--- config.mk ---
export PLATFORM = sky130hd
export DESIGN_NAME = bitcount_accum
export DESIGN_NICKNAME = d
export VERILOG_FILES = /design/src/rtl/bitcount_accum.sv
export SDC_FILE = /design/constraint.sdc
export NUM_CORES = 1
export LEC_CHECK = 0
export BUFFER_PORTS_ARGS = -buffer_cell sky130_fd_sc_hd__clkbuf_2
export CAP_MARGIN = 40
export CORE_MARGIN = 5
export CORE_UTILIZATION = 45
export DETAILED_ROUTE_END_ITERATION = 16
export HOLD_SLACK_MARGIN = 0.06
export PLACE_DENSITY = 0.71
export SYNTH_ARGS = -nofsm -noshare
export SYNTH_HDL_FRONTEND = slang
export SYNTH_SLANG_ARGS = --single-unit
--- constraint.sdc ---
create_clock -name clk -period 2.4 [get_ports clk]
set_input_delay 0.48 -clock clk [delete_from_list [all_inputs] [get_ports clk]]
set_output_delay 0.48 -clock clk [all_outputs]
set_load 0.05 [all_outputs]
--- src/rtl/bitcount_accum.sv ---
// Accumulates a burst of per-word ones-counts into a saturating running total.
// Optional BITCOUNT_ACCUM_MAX_EN adds a max_count output tracking the largest count seen.
//
// state | meaning
// IDLE  | waiting for start; outputs hold the last burst's result
// RUN   | accepting in_count words until remaining reaches zero
// DONE  | one-cycle completion pulse, then back to IDLE
module bitcount_accum #(
    parameter int CNT_W = 6,
    parameter int ACC_W = 16,
    parameter int LEN_W = 5
) (
    input  logic             clk,
    input  logic             reset,
    input  logic             start,
    input  logic [LEN_W-1:0] len,
    input  logic             in_valid,
    input  logic [CNT_W-1:0] in_count,
    output logic             in_ready,
    output logic             busy,
    output logic             done,
    output logic [ACC_W-1:0] total,
    output logic             sat,
`ifdef BITCOUNT_ACCUM_MAX_EN
    output logic [CNT_W-1:0] max_count,
`endif
    output logic [LEN_W-1:0] words
);

    typedef enum logic [1:0] {IDLE, RUN, DONE} state_t;

    state_t           state;
    state_t           state_nx;
    logic [LEN_W-1:0] remaining;
    logic             start_ok;
    logic             xfer;
    logic [ACC_W:0]   cnt_ext;
    logic [ACC_W:0]   sum;

    assign start_ok = (state == IDLE) && start;
    assign xfer     = (state == RUN) && in_valid;
    assign cnt_ext  = (ACC_W+1)'(in_count);
    assign sum      = {1'b0, total} + cnt_ext;

    always_ff @(posedge clk or negedge reset) begin
        if (!reset) state <= IDLE;
        else        state <= state_nx;
    end

    always_comb begin
        state_nx = state;
        case (state)
            IDLE: if (start) state_nx = (len == '0) ? DONE : RUN;
            RUN:  if (xfer && remaining == LEN_W'(1)) state_nx = DONE;
            DONE: state_nx = IDLE;
            default: state_nx = IDLE;
        endcase
    end

    always_comb begin
        in_ready = (state == RUN);
        busy     = (state != IDLE);
        done     = (state == DONE);
    end

    // A carry out of the sum means the total no longer fits; clip and flag it.
    always_ff @(posedge clk or negedge reset) begin
        if (!reset) begin
            remaining <= '0;
            total     <= '0;
            sat       <= 1'b0;
            words     <= '0;
        end else if (start_ok) begin
            remaining <= len;
            total     <= '0;
            sat       <= 1'b0;
            words     <= '0;
        end else if (xfer) begin
            remaining <= remaining - 1'b1;
            words     <= words + 1'b1;
            if (sum[ACC_W]) begin
                total <= '1;
                sat   <= 1'b1;
            end else begin
                total <= sum[ACC_W-1:0];
            end
        end
    end

`ifdef BITCOUNT_ACCUM_MAX_EN
    always_ff @(posedge clk or negedge reset) begin
        if (!reset)                           max_count <= '0;
        else if (start_ok)                    max_count <= '0;
        else if (xfer && in_count > max_count) max_count <= in_count;
    end
`endif

endmodule

* Word-level counts from Yosys, hierarchy flattened
Index checks and enable logic that the tools add are counted.
** Operators by class
- Divide/modulo/power cells :: 0
- Reduce and logical (&&, ||, !) cells :: 10
- Bitwise logic cells :: 0
- Multipliers :: 0
- Mux-type cells :: 14
- Eq/ne operators :: 5
- $lt $le $gt $ge :: 0
- Shift-type cells :: 0
- $add $sub $neg :: 3
** Operators by type and width (count)
- 16-bit two-way mux :: 3
- 5-bit two-way mux :: 4
- 16-bit by 6-bit adder with 17-bit output :: 1
- 2-bit two-way mux :: 3
- 2-bit nonzero test :: 3
- 5-bit by 1-bit adder with 5-bit output (second input constant) :: 1
- 5-bit by 1-bit == test with 1-bit output (second input constant) :: 1
- 5-bit zero test :: 1
- 5-bit by 1-bit subtractor with 5-bit output (second input constant) :: 1
- 2-bit one-hot mux with 2 select lines :: 1
- 2-bit AND reduction :: 2
- 1-bit logical AND :: 3
- 1-bit two-way mux :: 3
- 2-bit by 1-bit == test with 1-bit output (second input constant) :: 1
- 2-bit == test (second input constant) :: 1
- 2-bit zero test :: 1
- 2-bit by 1-bit inequality test with 1-bit output (second input constant) :: 1
- 2-bit inequality test (second input constant) :: 1
** Word-level totals
- Input bits :: 15
- Logic and storage cells :: 37
- ROM bits :: 0
- Flip-flop bits (word level) :: 29
- Output and inout bits :: 25
- Bits in writable memories :: 0
- Memories :: 0
- Bits in latches :: 0

* Logic depth before layout (Yosys ltp)
- Word-level depth :: 5
- Mapped depth :: 9
- Depth with buffers taken out :: 7

* Worst setup path after synthesis
Ideal clock, no wire load.
- Path type :: reg-to-reg
- Start :: reg total[0]
- End :: reg total[15]
- Arrival time :: 2409 ps
- Path slack :: -77 ps
- Period minus slack after synthesis :: 2477 ps
- Cell stages (with the launch flop) :: 10
- Buffers on the path :: 2
- Required time :: 2332 ps
- Setup time :: 68 ps
- Path through :: dfrtp_1 > ha_1 > fa_1 > a21oi_1 > o21ai_1 > nand3_4 > or4_4 > buf_6 > buf_6 > nand3_2
** Between the ends
- Cells in the longest elaborated chain, start to end :: 4
** RTL lines
- start, declared :: RTL line 22 : output logic [ACC_W-1:0] total,
- start signal, assigned :: RTL line 85 : total <= sum[ACC_W-1:0];
- 16-bit by 6-bit adder with 17-bit output :: RTL line 43 : assign sum = {1'b0, total} + cnt_ext;
- 16-bit two-way mux :: RTL line 81 : if (sum[ACC_W]) begin
- 16-bit two-way mux :: RTL line 78 : end else if (xfer) begin
- 16-bit two-way mux :: RTL line 73 : end else if (start_ok) begin
Every way passes these cells. The select of a mux whose other input is x is not followed.
A chain may end at the register's enable or synchronous reset.

* Worst setup path in the final report
- Start :: reg total[0]
- End :: reg sat
** Between the ends
- Cells in the longest elaborated chain, start to end :: 3
** RTL lines
- 16-bit by 6-bit adder with 17-bit output :: RTL line 43
- 2-bit nonzero test (no source line)
- 2-bit AND reduction (no source line)
- end signal, assigned :: RTL line 71 : sat <= 1'b0;
- end signal, assigned :: RTL line 76 : sat <= 1'b0;
- end signal, assigned :: RTL line 83 : sat <= 1'b1;
- end, declared :: RTL line 23 : output logic sat,
Every way passes these cells.

==> run metrics <==
DRT antenna net count 0; Critical Path, Cell by Cell ha_1 -> fa_1 -> a21oi_1 -> o21ai_1 -> nand3_4 -> or4_4 -> a21oi_1; largest net degree at the start of global routing 30; Layout Nets 252; Synth-to-Final Area Change 22.0%; final count of pins violating max slew 0; share of cells above drive strength 1 0.272; Pleak 1.07 nW; RSZ-0062 raised after global routing false; CTS Buf Count 5; Top delay family on crit path simple AND/OR/NAND/NOR gates; CP bufs+invs 0; Final WS setup 0.224 ns; maximum clock insertion buffer count 2; P per Cell Area 1270 nW/um^2; initial antenna violation count 0; EDFF count, synth 0; Clock Skew 0.00419 ns; Mapped Avg Cell Area 9.53 sq um; quantity of hold-fixing buffers added after cts 0; Vias 1,500; WP data arrival 2.39 ns; die area 5170 sq um; critical path's slowest cell or4_4; most frequent CP cell a21oi_1; Async SR Flop Fraction 1.00; post-CTS setup buffer count 0; net count after synthesis 206; GPL Wtd Cong 0.776; Max-slew headroom 0.517; max-cap violation count 0; post-CTS sizing 0; VDD IR-drop max 0.794 mV; Non-Filler Instances 276; DP Worst Slack 0.0216 ns; Rows 22; final core occ 0.571; H-Tree Depth 2; initial drt markers 75; Final Hold Viols 0; critical path fanouts, max 15; Max Fclk 459 MHz; status finished clean; Critical Path Source Type register; Antenna diodes 0; first-pass GRT wire length 7130 microns; Req. time, crit path 2.61 ns; critical path type reg -> reg; total gr overflow 0; Top FF cell, synth dfrtp_1; Distinct cells, synth 45; Clock Sinks 29; I/O pin count 40; vias in the first global route 1,557; post-synthesis sequential area ratio 0.421; worst-margin pin slew 0.725 ns; drt wl/cell 14.2 microns; Final Cycle Share 0.907; GRT Total Usage 0.174; Std-Cell Core Area 3690 sq um; Hold/Removal Path Class in -> async; Post-Syn Instances 181; Fin Setup TNS 0 ns; Critical Path End Type register; area of the mapped netlist 1730 sq um; Die Ht 71.9 microns; Detailed Route WL 3930 microns; Vias/cell 5.43; Remaining DRCs 0; Cells after DPL 268; fin crit period 2.18 ns; HPWL Detailed 2800 microns; final setup fails 0; Clock transition at path regs 0.06 ns; Ys Warns 0; CP max stage delay 0.65 ns; number of detailed-route iterations in the first pass 4; initial core utilization 0.468; Buffers on Ports 39; Die Wd 71.9 microns; Clock Tree Root clkbuf_8; CTS tree yes; clk_lat worst skew 0.28 ns; Yosys reg bits 29
-- metal layers --
| layer | vias to the layer above | GRT usage | part of all wire |
|---|---|---|---|
| li1 | 757 | - | - |
| met1 | 704 | 0.229 | 0.49 |
| met2 | 33 | 0.267 | 0.45 |
| met3 | 6 | 0.0554 | 0.045 |
| met4 | 0 | 0.0689 | 0.017 |
| met5 | - | 0 | 0 |
-- cells in the mapped netlist (3+ instances only) --
| library cell | number | share of area |
|---|---|---|
| and3_1 | 3 | 0.011 |
| o21ai_0 | 11 | 0.032 |
| and2_1 | 4 | 0.015 |
| xor2_1 | 6 | 0.030 |
| ha_1 | 9 | 0.065 |
| a31oi_1 | 4 | 0.015 |
| nor2_1 | 18 | 0.039 |
| a21oi_1 | 4 | 0.012 |
| inv_1 | 7 | 0.015 |
| nand2_1 | 16 | 0.035 |
| nand3_1 | 8 | 0.023 |
| clkbuf_1 | 4 | 0.0087 |
| o211ai_1 | 6 | 0.026 |
| a22oi_1 | 7 | 0.030 |
| dfrtp_1 | 29 | 0.42 |
| nand3_2 | 3 | 0.017 |
| nand4_1 | 7 | 0.025 |
| buf_6 | 3 | 0.020 |
-- layout make-up --
cell class,instances,area [sq um]
clock buffers,7,86.3
clock inverters,1,30.0
fillers,341,1580
inverters,7,26.3
multi-input cells,137,920
flip-flops and latches,29,727
well taps,48,60.1
repair buffers,47,255
-- state kept, by name, summed over array words and instances (netlist names) --
| signal | count |
|---|---|
| sat | 1 |
| remaining | 5 |
| total | 16 |
| words | 5 |
| state | 2 |
-- power breakdown --
part | total, mW | switching, mW | internal, mW
sequential | 0.770 | 0.139 | 0.631
combinational | 1.37 | 0.917 | 0.456
clock | 0.529 | 0.191 | 0.338
total | 2.67 | 1.25 | 1.42
-- worst paths after layout --
kind / from / end / slack (ns) / depth (start not counted)
max: total[0]$_DFFE_PN0P_ / sat$_DFFE_PN0P_ / 0.22 / 7
min: reset / remaining[0]$_DFFE_PN0P_ / 0.24 / 1
max reg2reg: total[0]$_DFFE_PN0P_ / sat$_DFFE_PN0P_ / 0.22 / 7
min reg2reg: sat$_DFFE_PN0P_ / sat$_DFFE_PN0P_ / 0.52 / 2
max in group asynchronous: reset / total[0]$_DFFE_PN0P_ / 1.65 / 1
min in group clk: len[4] / remaining[4]$_DFFE_PN0P_ / 0.41 / 3
-- cells by family (layout without fill, tap and decap cells) --
logic type,after synthesis,after routing,synth area share
flops,29,29,0.421
mux,1,1,0.00653
compound gates,48,48,0.191
fa+ha+maj,10,10,0.0769
xor+xnor,7,7,0.0355
buf+inv,15,62,0.0464
simple gates,71,71,0.223
-- cell usage in the layout (no fill, tap or decap), types with 6 or more instances in the layout --
cell type | Yosys | final
clkbuf_2 | 0 | 39
dfrtp_1 | 29 | 28
nor2_1 | 18 | 18
nand2_1 | 16 | 16
o21ai_0 | 11 | 11
ha_1 | 9 | 9
nand3_1 | 8 | 8
buf_4 | 0 | 8
inv_1 | 7 | 7
nand4_1 | 7 | 7
a22oi_1 | 7 | 7
o211ai_1 | 6 | 6
xor2_1 | 6 | 6
clkbuf_8 | 0 | 6
-- per-stage QoR --
stage	total power [mW]	hold WS (ns)	cell area, sq um
after global routing	2.89	0.295	2100
after CTS	2.70	0.269	2100
after detailed placement	2.15	0.512	1990
after floorplan	1.80	0.184	1730
after global placement	2.14	0.507	1990
final	2.67	0.241	2100
Note: power is estimated with default switching activity, not from simulation.
